File: src/rtl/memory_responder_pkg.sv
// Shared encodings for the memory responder: access sizes, FSM states and size helpers.
// Imported by the responder top and its testbench.
package mem_pkg;

    localparam logic [1:0] SIZE_BYTE = 2'd0;
    localparam logic [1:0] SIZE_HALF = 2'd1;
    localparam logic [1:0] SIZE_WORD = 2'd2;
    localparam logic [1:0] SIZE_RSVD = 2'd3;

    typedef enum logic [1:0] {
        ST_IDLE = 2'd0,
        ST_WAIT = 2'd1,
        ST_XFER = 2'd2,
        ST_RESP = 2'd3
    } state_t;

    // Reserved size reports zero bytes; it never reaches XFER.
    function automatic logic [2:0] bytes_for_size(input logic [1:0] size);
        logic [2:0] n;
        case (size)
            SIZE_BYTE: n = 3'd1;
            SIZE_HALF: n = 3'd2;
            SIZE_WORD: n = 3'd4;
            default:   n = 3'd0;
        endcase
        return n;
    endfunction

    function automatic logic is_bad_access(input logic [1:0] size, input logic [1:0] addr_lsb);
        return (size == SIZE_RSVD)
            || ((size == SIZE_HALF) && addr_lsb[0])
            || ((size == SIZE_WORD) && (addr_lsb != 2'b00));
    endfunction

endpackage

File: src/rtl/memory_responder_if.sv
// Request/response bus between the CPU datapath (master) and the memory responder (slave).
interface memory_responder_if #(
    parameter int ADDR_WIDTH = 8,
    parameter int DATA_WIDTH = 32
);
    logic                  req_valid;
    logic                  req_ready;
    logic                  req_write;
    logic [1:0]            req_size;
    logic [ADDR_WIDTH-1:0] req_addr;
    logic [DATA_WIDTH-1:0] req_wdata;
    logic                  rsp_valid;
    logic                  rsp_ready;
    logic [DATA_WIDTH-1:0] rsp_rdata;
    logic                  rsp_err;

    modport master (
        output req_valid, req_write, req_size, req_addr, req_wdata, rsp_ready,
        input  req_ready, rsp_valid, rsp_rdata, rsp_err
    );

    modport slave (
        input  req_valid, req_write, req_size, req_addr, req_wdata, rsp_ready,
        output req_ready, rsp_valid, rsp_rdata, rsp_err
    );
endinterface

File: src/rtl/memory_responder_byte_array.sv
// Single-port byte storage: combinational read, write on the rising edge when enabled.
// Contents are never reset.
module mem_byte_array #(
    parameter int ADDR_WIDTH = 8
) (
    input  logic                  i_clock,
    input  logic                  i_we,
    input  logic [ADDR_WIDTH-1:0] i_addr,
    input  logic [7:0]            i_wdata,
    output logic [7:0]            o_rdata
);
    logic [7:0] r_mem [0:(1<<ADDR_WIDTH)-1];

    always_ff @(posedge i_clock) begin
        if (i_we) begin
            r_mem[i_addr] <= i_wdata;
        end
    end

    assign o_rdata = r_mem[i_addr];
endmodule

File: src/rtl/memory_responder.sv
// Slow big-endian memory responder: one request per handshake, one byte moved per cycle.
// rsp_valid rises 1 + WAIT_CYCLES + N edges after acceptance (1 edge for errors) and holds until taken.
module memory_responder
    import mem_pkg::*;
#(
    parameter int ADDR_WIDTH  = 8,
    parameter int DATA_WIDTH  = 32,
    parameter int WAIT_CYCLES = 1
) (
    input  logic               i_clock,
    input  logic               i_reset,
    memory_responder_if.slave  bus
);
    localparam bit SKIP_WAIT = (WAIT_CYCLES == 0);

    state_t                r_state;
    state_t                w_state_next;
    logic                  r_write;
    logic [1:0]            r_last;
    logic [ADDR_WIDTH-1:0] r_addr;
    logic [DATA_WIDTH-1:0] r_wdata;
    logic [DATA_WIDTH-1:0] r_rdata;
    logic [3:0]            r_wait_cnt;
    logic [1:0]            r_byte_cnt;
    logic                  r_err;
    logic                  r_rsp_valid;

    logic                  w_req_ready;
    logic                  w_bad;
    logic                  w_mem_we;
    logic [7:0]            w_mem_rdata;
    logic [ADDR_WIDTH-1:0] w_xfer_addr;
    logic [DATA_WIDTH-1:0] w_wdata_aligned;

    assign w_bad       = is_bad_access(bus.req_size, bus.req_addr[1:0]);
    assign w_xfer_addr = r_addr + ADDR_WIDTH'(r_byte_cnt);

    // Left-justify write data so the next big-endian byte is always in the top lane.
    always_comb begin
        w_wdata_aligned = bus.req_wdata;
        case (bus.req_size)
            SIZE_BYTE: w_wdata_aligned = {bus.req_wdata[7:0], 24'h0};
            SIZE_HALF: w_wdata_aligned = {bus.req_wdata[15:0], 16'h0};
            default:   w_wdata_aligned = bus.req_wdata;
        endcase
    end

    always_ff @(posedge i_clock) begin
        if (!i_reset) begin
            r_state <= ST_IDLE;
        end else begin
            r_state <= w_state_next;
        end
    end

    always_comb begin
        w_state_next = r_state;
        w_req_ready  = 1'b0;
        w_mem_we     = 1'b0;
        case (r_state)
            ST_IDLE: begin
                w_req_ready = 1'b1;
                if (bus.req_valid) begin
                    if (w_bad)          w_state_next = ST_RESP;
                    else if (SKIP_WAIT) w_state_next = ST_XFER;
                    else                w_state_next = ST_WAIT;
                end
            end
            ST_WAIT: begin
                if (r_wait_cnt == 4'd0) w_state_next = ST_XFER;
            end
            ST_XFER: begin
                // A reset landing on this edge must not commit the pending byte.
                w_mem_we = r_write & i_reset;
                if (r_byte_cnt == r_last) w_state_next = ST_RESP;
            end
            ST_RESP: begin
                if (r_rsp_valid && bus.rsp_ready) w_state_next = ST_IDLE;
            end
            default: w_state_next = ST_IDLE;
        endcase
    end

    always_ff @(posedge i_clock) begin
        if (!i_reset) begin
            r_write     <= 1'b0;
            r_last      <= 2'd0;
            r_addr      <= '0;
            r_wdata     <= '0;
            r_rdata     <= '0;
            r_wait_cnt  <= 4'd0;
            r_byte_cnt  <= 2'd0;
            r_err       <= 1'b0;
            r_rsp_valid <= 1'b0;
        end else begin
            case (r_state)
                ST_IDLE: begin
                    if (bus.req_valid) begin
                        r_write    <= bus.req_write;
                        r_last     <= 2'(bytes_for_size(bus.req_size) - 3'd1);
                        r_addr     <= bus.req_addr;
                        r_wdata    <= w_wdata_aligned;
                        r_rdata    <= '0;
                        r_wait_cnt <= 4'(WAIT_CYCLES - 1);
                        r_byte_cnt <= 2'd0;
                        r_err      <= w_bad;
                    end
                end
                ST_WAIT: r_wait_cnt <= r_wait_cnt - 4'd1;
                ST_XFER: begin
                    r_byte_cnt <= r_byte_cnt + 2'd1;
                    if (r_write) r_wdata <= {r_wdata[DATA_WIDTH-9:0], 8'h0};
                    else         r_rdata <= {r_rdata[DATA_WIDTH-9:0], w_mem_rdata};
                end
                ST_RESP: begin
                    // Response registers settle for one cycle before being presented.
                    if (!r_rsp_valid)        r_rsp_valid <= 1'b1;
                    else if (bus.rsp_ready)  r_rsp_valid <= 1'b0;
                end
                default: ;
            endcase
        end
    end

    mem_byte_array #(
        .ADDR_WIDTH (ADDR_WIDTH)
    ) u_array (
        .i_clock (i_clock),
        .i_we    (w_mem_we),
        .i_addr  (w_xfer_addr),
        .i_wdata (r_wdata[DATA_WIDTH-1 -: 8]),
        .o_rdata (w_mem_rdata)
    );

    assign bus.req_ready = w_req_ready;
    assign bus.rsp_valid = r_rsp_valid;
    assign bus.rsp_rdata = r_rsp_valid ? r_rdata : '0;
    assign bus.rsp_err   = r_rsp_valid & r_err;
endmodule

File: src/flat_wrapper.sv
// flat-port wrapper written by rule: the top's interface ports become plain ports
module memory_responder_flat import mem_pkg::*;
#(
    parameter int ADDR_WIDTH  = 8,
    parameter int DATA_WIDTH  = 32,
    parameter int WAIT_CYCLES = 1
)
  (i_clock, i_reset, bus_req_valid, bus_req_write, bus_req_size, bus_req_addr, bus_req_wdata, bus_rsp_ready, bus_req_ready, bus_rsp_valid, bus_rsp_rdata, bus_rsp_err);
  memory_responder_if #(.ADDR_WIDTH(ADDR_WIDTH), .DATA_WIDTH(DATA_WIDTH)) bus_i ();
  input  logic i_clock;
  input  logic i_reset;
  input wire logic [$bits(bus_i.req_valid)-1:0] bus_req_valid;
  input wire logic [$bits(bus_i.req_write)-1:0] bus_req_write;
  input wire logic [$bits(bus_i.req_size)-1:0] bus_req_size;
  input wire logic [$bits(bus_i.req_addr)-1:0] bus_req_addr;
  input wire logic [$bits(bus_i.req_wdata)-1:0] bus_req_wdata;
  input wire logic [$bits(bus_i.rsp_ready)-1:0] bus_rsp_ready;
  output wire logic [$bits(bus_i.req_ready)-1:0] bus_req_ready;
  output wire logic [$bits(bus_i.rsp_valid)-1:0] bus_rsp_valid;
  output wire logic [$bits(bus_i.rsp_rdata)-1:0] bus_rsp_rdata;
  output wire logic [$bits(bus_i.rsp_err)-1:0] bus_rsp_err;
  assign bus_i.req_valid = bus_req_valid;
  assign bus_i.req_write = bus_req_write;
  assign bus_i.req_size = bus_req_size;
  assign bus_i.req_addr = bus_req_addr;
  assign bus_i.req_wdata = bus_req_wdata;
  assign bus_i.rsp_ready = bus_rsp_ready;
  assign bus_req_ready = bus_i.req_ready;
  assign bus_rsp_valid = bus_i.rsp_valid;
  assign bus_rsp_rdata = bus_i.rsp_rdata;
  assign bus_rsp_err = bus_i.rsp_err;
  memory_responder #(.ADDR_WIDTH(ADDR_WIDTH), .DATA_WIDTH(DATA_WIDTH), .WAIT_CYCLES(WAIT_CYCLES)) u_core (.i_clock(i_clock), .i_reset(i_reset), .bus(bus_i));
endmodule
File: config.mk
export PLATFORM = sky130hd
export DESIGN_NAME = memory_responder_flat
export DESIGN_NICKNAME = d
export VERILOG_FILES = /design/src/rtl/memory_responder_pkg.sv /design/src/rtl/memory_responder_if.sv /design/src/rtl/memory_responder_byte_array.sv /design/src/rtl/memory_responder.sv /design/src/flat_wrapper.sv
export SDC_FILE = /design/constraint.sdc
export NUM_CORES = 2
export LEC_CHECK = 0
export ABC_CLOCK_PERIOD_IN_PS = 11400
export CAP_MARGIN = 10
export CORE_MARGIN = 2
export CORE_UTILIZATION = 45
export DETAILED_ROUTE_END_ITERATION = 8
export MAX_ROUTING_LAYER = met4
export SYNTH_ARGS = -nofsm -noshare
export SYNTH_HDL_FRONTEND = slang
export SYNTH_SLANG_ARGS = --single-unit
File: constraint.sdc
create_clock -name i_clock -period 11.4 [get_ports i_clock]
set_clock_uncertainty 0.2 [all_clocks]
set_input_delay 2.28 -clock i_clock [delete_from_list [all_inputs] [get_ports i_clock]]
set_output_delay 2.28 -clock i_clock [all_outputs]
set_load 0.01 [all_outputs]
# After elaboration in Yosys (flattened, before gate mapping)
# Memory sizes are Yosys's and may differ from the RTL's.
# Cells that the tools add are included.
word_totals:
  out_inout_bits: 35
  wordCells: 75
  regBits: 85
  in_bits: 47
  n_memories: 1
  ram_bits: 2048
memory_table:
  columns: ["name", "depth", "word_bits", "rd", "rd_ports_with_merged_regs", "wr", "line", "rtl"]
  rows:
  - ["u_core.u_array.r_mem", 256, 8, 1, 0, 1, "memory_responder_byte_array.sv:12", "logic [7:0] r_mem [0:(1<<ADDR_WIDTH)-1];"]
op_classes:
  n_eq_ne: 13
  bitwise_logic: 2
  n_addsub: 4
  n_reduce_logical: 17
  mux: 28
op_table:
  columns: ["cell", "n"]
  rows:
  - ["32-bit one-hot mux with 2 select lines", 3]
  - ["32-bit 2-to-1 mux", 5]
  - ["2-bit 2-to-1 mux", 9]
  - ["8-bit by 2-bit adder with 8-bit output", 1]
  - ["2-bit equality test, second input constant", 4]
  - ["2-bit by 1-bit inequality test with 1-bit output, second input constant", 4]
  - ["2-bit one-hot mux with 4 select lines", 1]
  - ["4-bit one-hot mux with 2 select lines", 1]
  - ["1-bit 2-to-1 mux", 6]
  - ["2-bit one-hot mux with 3 select lines", 1]
  - ["2-bit AND reduction", 3]
  - ["3-bit AND reduction", 2]
  - ["2-bit nonzero test", 3]
  - ["2-bit by 1-bit equality test with 1-bit output, second input constant", 2]
  - ["2-bit logical NOT", 2]
  - ["4-bit logical NOT", 1]
  - ["4-bit 2-to-1 mux", 1]
  - ["2-bit inequality test, second input constant", 2]
  - ["2-bit one-hot mux with 2 select lines", 1]
  - ["4-bit AND reduction", 1]
  - ["4-bit by 1-bit subtractor with 4-bit output, second input constant", 1]
  - ["1-bit logical AND", 3]
  - ["2-bit by 1-bit adder with 2-bit output, second input constant", 1]
  - ["1-bit AND", 2]
  - ["other kinds (3)", 4]

# Depth between registers and ports, before layout
logic_depth:
  word_depth: 7
  depth_mapped: 14
  ltp_nobuf: 9

# By module
# A second synthesis with hierarchy kept.
hier_totals:
  hier_cells: 4006
  hier_area_um2: 82247.6
modules_own_cells:
  columns: ["mod", "n_inst", "cells_each", "seq_area_each_um2", "area_per_inst_um2"]
  rows:
  - ["mem_byte_array", 1, 3539, 61499.0, 78332.6]
  - ["memory_responder", 1, 467, 1701.6, 3915.0]

# Worst setup path after synthesis
# OpenSTA, ideal clock, no wires.
synth_timing:
  path_kind: "register to register"
  from: "reg u_core.r_wdata[24]"
  to: "mem u_core.u_array.r_mem[0][0] (data pin)"
  path_stages_with_launch: 1
  slack_ps: 6947
  setup_time_ps: 856
  required_time_ps: 10344
  t_arrival_ps: 3397
  n_path_buf: 0
  synth_period_minus_slack_ps: 4453
  path_cell_list: "dfxtp_1"
synth_rtl:
  columns: ["element", "line", "rtl"]
  rows:
  - ["from (decl)", "memory_responder.sv:21", "logic [DATA_WIDTH-1:0] r_wdata;"]
  - ["from (signal assigned)", "memory_responder.sv:102", "r_wdata <= w_wdata_aligned;"]
  - ["from (signal assigned)", "memory_responder.sv:112", "if (r_write) r_wdata <= {r_wdata[DATA_WIDTH-9:0], 8'h0};"]
  - ["to (decl)", "memory_responder_byte_array.sv:12", null]
# Straight into the memory's write port.

# Worst setup path after layout
layout_timing:
  from: "in i_reset"
  to: "mem u_core.u_array.r_mem[61][0], enable pin"
layout_between:
  elab_chain_cells: 4
layout_lines:
  columns: ["element", "line", "rtl"]
  rows:
  - ["from (decl)", "flat_wrapper.sv:11", "input logic i_reset;"]
  - ["1-bit AND", "memory_responder.sv:74", "w_mem_we = r_write & i_reset;"]
  - ["1-bit 2-to-1 mux", "memory_responder.sv:60", "case (r_state)"]
  - ["1-bit 2-to-1 mux", "memory_responder_byte_array.sv:15", "if (i_we) begin"]
  - ["1-bit 2-to-1 mux (implied by the code)", "memory_responder_byte_array.sv:16", "r_mem[i_addr] <= i_wdata;"]
# Every way passes these cells.

==> summary.md <==
| Metric | Value |
|---|---|
| Status | complete, no violations |
| Cell Rows | about 160 |
| Vias per cell | slightly above 6 |
| Hpwl dp | 131000 µm |
| Setup crit start kind | input pin |
| DRT Wirelength | around 220000 µm |
| Distinct cell type count after synthesis | 80 |
| Syn-to-layout area delta | 12.0% |
| Yosys warning count | 0 |
| Slowest CP cell | nor2_1 |
| Overflow after GRT | 0 |
| Die Y | 437 µm |
| Relative slew slack | 0.197 |
| Max_cap viols | 0 |
| CP required | between 10 and 15 ns |
| Hold Crit Class | reg2reg |
| Area of the die | approximately 0.19 mm² |
| CTS buffer count | just over 200 |
| Avg WL per Cell | ~32 µm |
| Period Utilization, post-route | 0.506 |
| Fin cells | 7075 |
| Share of layout cells above drive strength 1 | 0.216 |
| Most used DFF post-synth | edfxtp_1 |
| Most frequent cell after synthesis | edfxtp_1 |
| Clock Pin Slew Worst Setup and Hold Paths | about 0.06 ns |
| Actual slew at the worst max-slew pin | between 1 and 1.5 ns |
| Synth area leaders | edfxtp_1 73%, mux4_2 14%, dfxtp_1 2.0%, nor2_1 1.5%, nand2_1 1.4% |
| Cell Area, Synth | around 0.084 mm² |
| Number of antenna violations at the first check in global routing | 7 |
| Global Route Usage Sum | 0.241 |
| Post-layout min period | roughly 5.8 ns |
| CP Class | in2reg |
| Via count | between 40000 and 50000 |
| Syn Area/Cell | approximately 20 µm² |
| Number of flops mapped to enable cells by yosys | around 2000 |
| Final hold vios | 0 |
| Reg area | about 0.063 mm² |
| Ys async rst share | 0 |
| Min-delay src | u_core.r_wdata[7]$_SDFFE_PN0P_ |
| Maximum clock frequency | ~0.17 GHz |
| Peak supply drop | 0.175 mV |
| Area occupied by multi-input gates | between 0.015 and 0.02 mm² |
| Drt drc | 0 |
| Pins Over Slew Limit | 0 |
| Clk root buf | clkbuf_16 |
| Post-layout util | 0.508 |
| Crit path from | i_reset |
| # fillers | about 15000 |
| Post-synth top cells | 2048 x edfxtp_1, 531 x mux4_2, 345 x nor2_1 |
| Sequential fraction of the synthesis area | 0.750 |
| Global-route wire length before repair | approximately 320000 µm |
| CTS tree | built |
| Crit path cell chain | clkdlybuf4s50_1 > nand3_1 > nor2_1 > nand2_1 > buf_4 > nor2_1 |
| Leakage | between 0.03 and 0.04 µW |
| Critical Path AT | approximately 6.0 ns |
| Initial Util | 0.454 |
| Die Wd | ~440 µm |
| Vias in the first global route | around 43000 |
| PostCTS Resize Cnt | 0 |
| Iteration-0 DRC Markers | between 5000 and 6000 |
| Kind of end point of the critical path | flop |
| CP Max Fanout | 10 |
| Core area | 0.186 mm² |
| Count of final setup violators | 0 |
| Synth top area share | 0.730 |
| Final nets | 4477 |
| Hold buffers post-CTS | 0 |
| Max H-tree Level | 4 |
| Syn Inst Count | 4316 |
| Clk_lat worst skew | ~0.86 ns |
| Clock sinks | 2133 |
| CTS Buffer Depth | 3 |
| Post-Syn Nets | 4373 |
| Port bufs | between 80 and 90 |
| Largest net degree at the start of global routing | roughly 180 |
| Post-CTS Repair Setup Buffers | 0 |
| Setup TNS | 0 ns |
| TritonRoute pass-1 iters | 9 |
| Placed Cells | between 6000 and 7000 |
| CP peak stage delay | 0.70 ns |
| I/O pin count | 82 |
| CP top delay family | simple AND/OR/NAND/NOR gates |
| CP dominant cell by count | nor2_1 |
| Synth area leader | edfxtp_1 |
| RSZ-0062 raised after global routing | no |
| Crit path buf inv count | 2 |
| #FFs+latches synth | about 2100 |
| PwrDens | roughly 210 mW/mm² |
| Reg-to-Reg Start | u_core.r_byte_cnt[0]$_SDFFE_PN0P_ |
| Routability Congestion | ~0.85 |
| DRT antenna net count | 0 |
==> cells by family (layout without fill, tap and decap cells) <==
| group | Yosys count | after routing | share of synthesized area |
|---|---|---|---|
| DFF | 2133 | 2133 | 0.750 |
| buffers and inverters | 294 | 570 | 0.0196 |
| other | 0 | 3 | 0 |
| and+or+nand+nor | 902 | 902 | 0.0468 |
| adders and majority gates | 10 | 10 | 0.00157 |
| xor gates and xnor gates | 8 | 8 | 0.000921 |
| AOI/OAI and AO/OA | 359 | 359 | 0.0298 |
| muxes | 610 | 610 | 0.151 |
==> final timing paths <==
| check | end | slack (ns) | depth (start not counted) |
|---|---|---|---|
| hold reg to reg | u_core.r_wdata[7]$_SDFFE_PN0P_ | 0.26 | 2 |
| setup / recovery | u_core.u_array.r_mem[61][0]$_DFFE_PP_ | 5.63 | 6 |
| setup reg to reg | u_core.r_rdata[0]$_SDFFE_PN0P_ | 5.75 | 10 |
| hold / removal | u_core.r_wdata[7]$_SDFFE_PN0P_ | 0.26 | 2 |
==> through the flow <==
step / total power [µW] / setup WS, ns / cell area [µm²] / hold WS (ns)
5_1_grt: 20800 / 5.58 / 94400 / 0.273
3_3_place_gp: 13400 / 4.96 / 87600 / 0.240
4_1_cts: 20300 / 5.75 / 94400 / 0.258
3_5_place_dp: 13500 / 4.86 / 87600 / 0.249
6_report: 20100 / 5.63 / 94400 / 0.258
2_1_floorplan: 12200 / 6.95 / 84300 / 0.232
==> layout make-up <==
| type | count | area share |
|---|---|---|
| flip-flops and latches | 2133 | 0.670 |
| inverters | 10 | 0.000398 |
| repair buffers | 183 | 0.0177 |
| clock inverters | 135 | 0.0153 |
| clock buffers | 242 | 0.0565 |
| diodes | 3 | 0.0000795 |
| well taps | 2480 | 0.0329 |
| multi-input cells | 1889 | 0.207 |
==> flip-flops by register name, summed over array words and instances (netlist names), 2 cells and up <==
signal                cells
u_core.u_array.r_mem   2048
u_core.r_addr             8
u_core.r_byte_cnt         2
u_core.r_state            2
u_core.r_wdata           32
u_core.r_last             2
u_core.r_rdata           32
u_core.r_wait_cnt         4
==> cell usage in the layout (no fill, tap or decap), types with 9 or more instances in the layout <==
cell and count:
clkinvlp_4 9, a22oi_1 35, nor3_1 25, and3_1 11
mux2_2 10, edfxtp_1 2048, buf_4 93, bufinv_16 26
dfxtp_1 77, nor2_1 343, clkinv_2 44, clkinv_1 40
mux4_2 531, a21oi_1 72, clkbuf_1 34, clkbuf_16 208
nand3_1 54, clkdlybuf4s50_1 81, a31oi_1 37, mux2i_1 69
o21ai_0 50, a2111oi_0 33, a221oi_1 11, nand4_1 30
o22ai_1 11, and2_1 60, nand2_1 306, nor2b_1 11
a211oi_1 27, nand2b_1 11
==> worst min-delay path, stage by stage (launching register included) <==
cell and delay (ns):
dfxtp_1 0.31, nand2_1 0.05, a21oi_1 0.05
==> layer usage <==
| layer | vias up | GRT usage | routed length, µm |
|---|---|---|---|
| met5 | - | - | 0 |
| met4 | 0 | 0.0552 | 4650 |
| met3 | 294 | 0.0455 | 19700 |
| met2 | 2134 | 0.365 | 105000 |
| met1 | 23000 | 0.341 | 93500 |
| li1 | 17800 | - | - |
==> power by group <==
part | total [µW] | internal, µW | leakage, µW | switching [µW]
Clock | 6890 | 3930 | 0.00331 | 2960
Combinational | 3840 | 1430 | 0.00608 | 2410
Sequential | 9400 | 9210 | 0.0209 | 194
Total | 20100 | 14600 | 0.0303 | 5560
No activity file was read; power rests on OpenSTA's default activity.
